===== src/rtl/if_fetch.sv =====
// Instruction fetch stage: walks pc, requests imem, hands instructions to IF/ID.
// Latency: zero; a transferred word is delivered combinationally in the same cycle.
// Backpressure: imem_ready low holds pc; stall parks a transferred word in HOLD until released.
module if_fetch #(
  parameter int               WIDTH    = 32,
  parameter logic [WIDTH-1:0] RESET_PC = 32'h0000_3000
) (
  input  logic             clk,
  input  logic             rst,
  input  logic             stall,
  input  logic             redirect,
  input  logic [WIDTH-1:0] redirect_pc,
  output logic             imem_req,
  output logic [WIDTH-1:0] imem_addr,
  input  logic             imem_ready,
  input  logic [WIDTH-1:0] imem_rdata,
  output logic             IR_en,
  output logic [WIDTH-1:0] IR_out,
  output logic [WIDTH-1:0] PC4_out,
  output logic             flush_out,
  output logic             misalign,
  output logic [WIDTH-1:0] fetch_cnt
);

  typedef enum logic {S_REQ = 1'b0, S_HOLD = 1'b1} state_t;

  localparam logic [WIDTH-1:0] RESET_PC_ALIGNED = {RESET_PC[WIDTH-1:2], 2'b00};

  state_t           state;
  state_t           state_nxt;
  logic [WIDTH-1:0] pc;
  logic [WIDTH-1:0] pc_plus4;
  logic [WIDTH-1:0] hold_ir;
  logic             transfer;

  // pc is kept word aligned at every load, so the address is the pc itself
  assign imem_addr = {pc[WIDTH-1:2], 2'b00};
  assign pc_plus4  = pc + WIDTH'(4);
  assign PC4_out   = pc_plus4;
  assign flush_out = redirect;
  assign transfer  = imem_req && imem_ready;

  // State register; reset always returns to a fresh request
  always_ff @(posedge clk or posedge rst) begin
    if (rst) begin
      state <= S_REQ;
    end else begin
      state <= state_nxt;
    end
  end

  // Next state: redirect wins, otherwise enter HOLD on a stalled transfer and leave on release
  always_comb begin
    state_nxt = state;
    if (redirect) begin
      state_nxt = S_REQ;
    end else begin
      case (state)
        S_REQ:   if (transfer && stall) state_nxt = S_HOLD;
        S_HOLD:  if (!stall)            state_nxt = S_REQ;
        default: state_nxt = S_REQ;
      endcase
    end
  end

  // Outputs: all quiet in reset; redirect kills delivery; otherwise deliver from memory or from the held word
  always_comb begin
    imem_req = 1'b0;
    IR_en    = 1'b0;
    IR_out   = '0;
    misalign = 1'b0;
    if (!rst) begin
      imem_req = (state == S_REQ);
      if (redirect) begin
        misalign = |redirect_pc[1:0];
      end else if (state == S_REQ) begin
        IR_en = imem_ready && !stall;
        if (imem_ready && !stall) IR_out = imem_rdata;
      end else begin
        IR_en = !stall;
        if (!stall) IR_out = hold_ir;
      end
    end
  end

  // Datapath registers: pc advance/redirect, capture of a stalled word, delivered-instruction count
  always_ff @(posedge clk or posedge rst) begin
    if (rst) begin
      pc        <= RESET_PC_ALIGNED;
      hold_ir   <= '0;
      fetch_cnt <= '0;
    end else begin
      if (redirect) begin
        pc <= {redirect_pc[WIDTH-1:2], 2'b00};
      end else if (IR_en) begin
        pc <= pc_plus4;
      end

      if (redirect) begin
        hold_ir <= '0;
      end else if (state == S_REQ && transfer && stall) begin
        hold_ir <= imem_rdata;
      end

      if (IR_en) begin
        fetch_cnt <= fetch_cnt + WIDTH'(1);
      end
    end
  end

endmodule


===== config.mk =====
export PLATFORM = sky130hd
export DESIGN_NAME = if_fetch
export DESIGN_NICKNAME = d
export VERILOG_FILES = /design/src/rtl/if_fetch.sv
export SDC_FILE = /design/constraint.sdc
export NUM_CORES = 1
export LEC_CHECK = 0
export BUFFER_PORTS_ARGS = -buffer_cell sky130_fd_sc_hd__buf_2
export CAP_MARGIN = 20
export CORE_MARGIN = 2
export CORE_UTILIZATION = 54
export DETAILED_ROUTE_END_ITERATION = 7
export GPL_TIMING_DRIVEN = 0
export MAX_ROUTING_LAYER = met4
export PLACE_DENSITY = 0.86
export SYNTH_ARGS = -nofsm -noshare
export SYNTH_HDL_FRONTEND = slang
export SYNTH_SLANG_ARGS = --single-unit

===== constraint.sdc =====
create_clock -name clk -period 10.15 [get_ports clk]
set_clock_uncertainty 0.1 [all_clocks]
set_input_delay 1.5225 -clock clk [delete_from_list [all_inputs] [get_ports clk]]
set_output_delay 1.5225 -clock clk [all_outputs]
set_load 0.05 [all_outputs]

# Word level (Yosys, flattened, before mapping)
# Cells that the tools add are included.
# W data, S select, Z words.
[word_totals] word_cells=35 output_inout_bits=132 register_bits=97 inputBits=69
[op_classes] bitwise_logic=1 muxes=19 reduce_logical=9 addsub=2
[ops] cell="$mux W32" n=9
[ops] cell="$add A32 B1 Y32 const B" n=1
[ops] cell="$add A32 B3 Y32 const B" n=1
[ops] cell="$mux W1" n=9
[ops] cell="$logic_and A1 B1 Y1" n=5
[ops] cell="$reduce_bool A2 Y1" n=2
[ops] cell="$pmux W1 S2" n=1
[ops] cell="$reduce_or A2 Y1" n=1
[ops] cell="$logic_not A1 Y1" n=1
[ops] cell="$not A1 Y1" n=1

# Longest topological paths before layout
# Gate-level depths: netlist (run 1).
[depth] word_depth=7 ltp_mapped=8 ltp_nobuf=6

# Worst setup path after synthesis (run 1)
# Ideal clock, no wire load.
[synth_path] path_type="input to output" start="input rst" end="output misalign" cell_stages=2 t_required_ns=8.528 path_buffers=0 arrival_ns=4.141 slack_ns=4.387 path_cell_list="inv_1 > o211a_1"
[synth_via] elab_chain_cells=1
[synth_lines] item="from (decl)" line="9" source="input logic rst,"
[synth_lines] item="$mux W1" line="72" source="if (!rst) begin"
[synth_lines] item="to (decl)" line="21" source="output logic misalign,"
# No other way between the ends.

# Worst setup path in the final report (run 1)
[layout_path] start="input stall" end="output IR_out[7]"
[layout_via] elab_chain_cells=6 word_cells_on_any_way=7 classes_between="mux (5); reduce/logical (2)"
[layout_lines] item="from (decl)" line="10" source="input logic stall,"
[layout_lines] item="$logic_not A1 Y1"
[layout_lines] item="$logic_and A1 B1 Y1" line="78" source="if (imem_ready && !stall) IR_out = imem_rdata;"
[layout_lines] item="$mux W32" line="78"
[layout_lines] item="$mux W32 (*)" line="76" source="end else if (state == S_REQ) begin"
[layout_lines] item="$mux W32 (*)" line="74" source="if (redirect) begin"
[layout_lines] item="$mux W32 (*)" line="72"
[layout_lines] item="to (decl)" line="18" source="output logic [WIDTH-1:0] IR_out,"
# Mark *: on every way between the ends. The rest lies on a longest branch, timed or not.

==> results of run 1 <==
-- per-layer routing --
metal  share of wire, %  GRT usage, %  up-vias
met4                2.0         9.653        0
met3                7.6         4.574       30
met5                  0             -        -
li1                   -             -     2579
met1                 42         41.69     2737
met2                 48         49.20      276
-- cells in the mapped netlist, types with 3 or more instances --
cell type,n
a21o_1,3
a21oi_1,35
a221o_1,8
a22oi_1,41
and3_1,4
and4_1,4
buf_1,7
buf_2,8
buf_4,6
clkbuf_1,23
dfrtp_1,93
inv_1,6
nand2_1,114
nand3_1,22
nand4_1,17
nor2_1,71
nor3_1,7
nor3b_1,6
nor4_1,6
nor4_4,3
o211ai_1,5
o21ai_0,20
o311ai_0,4
or3_1,3
or4_1,5
xnor2_1,33
xor2_1,26
-- per-stage QoR --
step                hold slack [ps]  area, um2  setup slack (ps)  util, %
floorplan                     401.8       5418              4387        -
global placement              350.2       6560              3437    67.43
detailed placement            360.3       6590              5266    67.73
CTS                           378.8       6792              5274    69.80
global route                  396.5       6792              5168    69.80
finish                        375.9       6792              5262    69.80
-- layout make-up --
cell class	instances	share of cell area (%)
flip-flops and latches	95	35.04
repair buffers	196	14.78
clock buffers	9	1.824
multi-input cells	471	41.03
plain buffers	47	3.316
inverters	7	0.4237
clock inverters	7	1.142
well taps	133	2.450
-- cells in the final DEF, fill, tap and decap left out, types with 7 or more instances in the layout --
cell type,count
nand4_1,17
buf_2,203
nand3_1,22
xnor2_1,33
dfrtp_1,93
clkbuf_1,23
a22oi_1,41
nor3_1,7
a221o_1,8
buf_1,7
a21oi_1,35
o21ai_0,20
xor2_1,26
nand2_1,114
nor2_1,71
clkbuf_8,9
-- cells by family after synthesis --
family | share of synthesized area (%)
adders and majority gates | 0.4628
and+or+nand+nor | 25.32
AOI/OAI and AO/OA | 15.55
muxes | 0.3703
buffers and inverters | 4.651
other | 0.06936
xor gates and xnor gates | 9.558
DFF | 44.02
-- final timing paths --
| check | start | to | depth (start not counted) |
|---|---|---|---|
| setup / recovery | stall | IR_out[7] | 6 |
| hold / removal | fetch_cnt[31] | fetch_cnt[31] | 1 |
| setup reg to reg | state | pc[27] | 7 |
| hold reg to reg | fetch_cnt[31] | fetch_cnt[31] | 1 |
| max in group asynchronous | rst | hold_ir[6] | 3 |
| min in group asynchronous | rst | pc[19] | 2 |
-- registers in the layout, indices dropped and copies added (netlist names) --
register and cells:
fetch_cnt 32, hold_ir 32, state 1, pc 30
-- report_power, final --
part           total (mW)  internal [mW]  switching, mW  leakage [nW]
registers           0.435          0.402         0.0335          1.24
clock network       0.263          0.117          0.146         0.101
logic               0.290         0.0722          0.218          1.94
-- critical path: cells and delay by family --
| family | cells | cell delay (ps) |
|---|---|---|
| buf+inv | 3 | 860 |
| compound gates | 1 | 160 |
| simple gates | 2 | 720 |
==> run metrics, run 1 <==
status=complete, no violations; Critical Path AT=3270 ps; #FFs+latches synth=95; Design Power=0.9891 mW; CTS Buffer Depth=2; crit path cell chain=buf_2 -> nor3b_1 -> clkbuf_1 -> a22oi_1 -> nor2_1 -> buf_2; final worst path period share=48.15%; vias in the first global route=5,347; Avg WL per Cell=17.01 um; crit-path max cell delay=610 ps; Detailed Route WL=16,420 um; clk_lat worst skew=360 ps; Die Area=10,830 um2; flop2flop setup slack=7680 ps; critical path class=primary input to output port; Worst Tran Pin Value=780.4 ps; # setup viols final=0; Worst Path Max Fanout=10; PwrDens=145.6 nW/um2; hpwl dp=12,160 um; Sequential cell area=2380 um2; proportion of layout cells with a drive suffix above 1=29.45%; Post-Syn Area=5406 um2; Die Height=104.1 um; sequential fraction of the synthesis area=44.02%; die span in x=104.1 um; Ports=201; clock slew at reported path FFs=100 ps; placed cells=949; Worst Path Required=8530 ps; Yosys warnings=0; Sink Count=95; Crit. End Element=output port; Synth top area share=43.05%; grt total ovfl=0; Syn Inst Count=617; Pins Over Slew Limit=0; fill count=828; first drt pass iteration count=6; Post-Synthesis Mean Instance Area=8.762 um2; CTS tree=done; Yosys top cell by area=dfrtp_1; Core Region=9729 um2; Final GP Congestion=0.9707; first-pass GRT wire length=26,740 um; ys flop type=dfrtp_1; port buffer count=195; site row count=36; initial antenna violation count=0; Total GRT Usage=31.09%; Max IR drop VDD=0.07634 mV; RSZ-0062 raised after global routing=no; worst rel slew slack=47.49%; footprint of the multi-input gates=2786 um2; Max-cap violations=0; largest net degree at the start of global routing=54; P_leak=3.286 nW; library cells used by synthesis=55; total CTS buffers=9; non-filler cells, final=965; number of synthesized flops with an enable pin=0; Hold WC Path Type=flip-flop to flip-flop; Setup TNS=0 ps; vias per inst=5.826; Via Count=5,622; initial core utilization=55.57%; cell repeated most along the worst path=buf_2; htree depth=3; Hold Vio Cnt, Final=0; nets=898; Synth area leaders=dfrtp_1 43%, nand2_1 7.9%, a22oi_1 5.7%, xnor2_1 5.3%, nor2_1 4.9%; root buffer cell=clkbuf_8; Async S/R FF share, synth=100.0%; Hold-fix buffers, CTS=0; min Tclk post-route=4888 ps; f_max=204.6 MHz; Routed Antenna Nets=0; area grow syn2layout=25.62%; crit path max-delay cell type=nor3b_1; post-CTS sizing=0; ANT cells=0; # DRC=0; crit start category=primary input; drt initial violations=474; Setup Fix Bufs, Post-CTS=0
Power figures use the tool's default switching activity.
==> inputs of run 2 (changes only) <==
CORE_UTILIZATION = 45   (was 54)
PLACE_DENSITY = 0.77   (was 0.86)
clock period = 4 ns   (was 10.15 ns; I/O delays follow)
==> run metrics, run 2 (synthesized netlist as in run 1, its figures left out) <==
Detailed Route WL=15,830 um (-3.6%); ANT cells=0 (unchanged); Sequential cell area=2380 um2 (unchanged); CP Launch Point=state; RR Startpoint=state; clk_lat worst skew=340 ps (-20 ps); P_leak=3.337 nW (+1.5%); RSZ-0062 raised after global routing=no; CP Capture Point=IR_out[5]; htree depth=3 (unchanged); top flop regs=fetch_cnt (32), hold_ir (32), pc (30); root buffer cell=clkbuf_16; most frequent cells in the layout=203 x buf_2, 114 x nand2_1, 93 x dfrtp_1; Setup TNS=0 ps (unchanged); Final Util=58.31% (-11 points); Routed Antenna Nets=0 (unchanged); Die Area=12,910 um2 (+19%); vias per inst=5.506 (-5.5%); fill count=1,085 (+31%); initial antenna violation count=0 (unchanged); Total GRT Usage=24.84% (-6.2 points); first-pass GRT wire length=24,850 um (-7.1%); Max-cap violations=0 (unchanged); Worst Path Required=3300 ps (-5230 ps); status=complete, no violations; Max IR drop VDD=0.2254 mV (+200%); design area=6917 um2 (+1.8%); Critical Path AT=2640 ps (-630 ps); site row count=40 (+11%); Sink Count=95 (unchanged); proportion of layout cells with a drive suffix above 1=29.45% (unchanged); largest net degree at the start of global routing=71 (+31%); Worst Tran Pin Value=812.4 ps (+31.95 ps); flop2flop setup slack=1470 ps (-6210 ps); Worst Reg-to-Reg Cells=7 (unchanged); crit start category=flip-flop; f_max=299.2 MHz; drt initial violations=408 (-14%); DP Area=6608 um2 (+0.27%); Pins Over Slew Limit=0 (unchanged); area grow syn2layout=27.93%; Hold WC Path Type=primary input to asynchronous set/reset pin; # DRC=0 (unchanged); Final GP Congestion=0.9109 (-6.2%); Avg WL per Cell=16.17 um (-5.0%); vias in the first global route=4,904 (-8.3%); first drt pass iteration count=6 (unchanged); Ports=201 (unchanged); worst r2r dst=pc[27]; Hold Vio Cnt, Final=0 (unchanged); initial core utilization=45.58% (-10 points); Worst Path Max Fanout=10 (unchanged); min Tclk post-route=3342 ps; post-CTS sizing=0 (unchanged); total CTS buffers=9 (unchanged); port buffer count=195 (unchanged); hpwl dp=11,700 um (-3.8%); nets=898 (unchanged); Via Count=5,390 (-4.1%); PwrDens=393.0 nW/um2 (+170%); Setup Fix Bufs, Post-CTS=0 (unchanged); CTS tree=done; Die Height=113.6 um (+9.2%); commonest non-fill, non-tap cell in the layout=buf_2; footprint of the multi-input gates=2786 um2 (unchanged); Design Power=2.718 mW (+170%); critical path class=flip-flop to output port; Hold-fix buffers, CTS=0 (unchanged); Crit. End Element=output port; final worst path period share=83.55%; Core Region=11,860 um2 (+22%); worst rel slew slack=45.34% (-2.1 points); grt total ovfl=0 (unchanged); CTS Buffer Depth=2 (unchanged); die span in x=113.6 um (+9.2%); # setup viols final=0 (unchanged); clock slew at reported path FFs=60 ps (-40 ps)
## run 2: layer usage
metal | routed length (um) | global-route usage [%]
met1 | 6966 | 34.30
met2 | 7629 | 39.64
met3 | 1000 | 2.444
met4 | 231 | 6.504
met5 | 0 | -
## run 2: worst max-delay path, cell delays in order, from the launching register on
cell and delay, ps:
dfrtp_1 420, clkbuf_1 240, nor3b_1 650, clkbuf_1 440, a22oi_1 130, nor2_1 140
buf_2 290
## run 2: worst min path at each step
stage / start / endpoint / slack, ps / depth (start not counted)
4_1_cts: rst / pc[19] / 210 / 2
6_report: rst / pc[19] / 210 / 2
3_5_place_dp: fetch_cnt[31] / fetch_cnt[31] / 360 / 1
5_1_grt: rst / pc[19] / 230 / 2
3_3_place_gp: fetch_cnt[31] / fetch_cnt[31] / 350 / 1
2_1_floorplan: hold_ir[21] / hold_ir[21] / 400 / 2
## run 2: through the flow
stage | hold WS [ps] | instances | worst slack [ps]
floorplan | 401.8 | 620 | 81.92
global placement | 350.9 | 962 | -972.5
detailed placement | 355.2 | 963 | 933.7
CTS | 211.0 | 979 | 620.8
global route | 234.7 | 979 | 378.6
finish | 212.3 | 979 | 657.9
## run 2: cell type report
cell class / count / share of cell area, %
sequential: 95 / 34.41
clock inverter: 5 / 0.8140
multi-input combinational: 471 / 40.29
inverter: 7 / 0.4161
buffer: 47 / 3.256
clock buffer: 11 / 3.654
tap: 147 / 2.659
timing repair buffer: 196 / 14.51
## run 2: power by group
part	leakage, nW	switching, mW	total [mW]	internal [mW]
Sequential	1.24	0.0835	1.10	1.02
Combinational	1.94	0.549	0.733	0.183
Clock	0.152	0.363	0.881	0.518
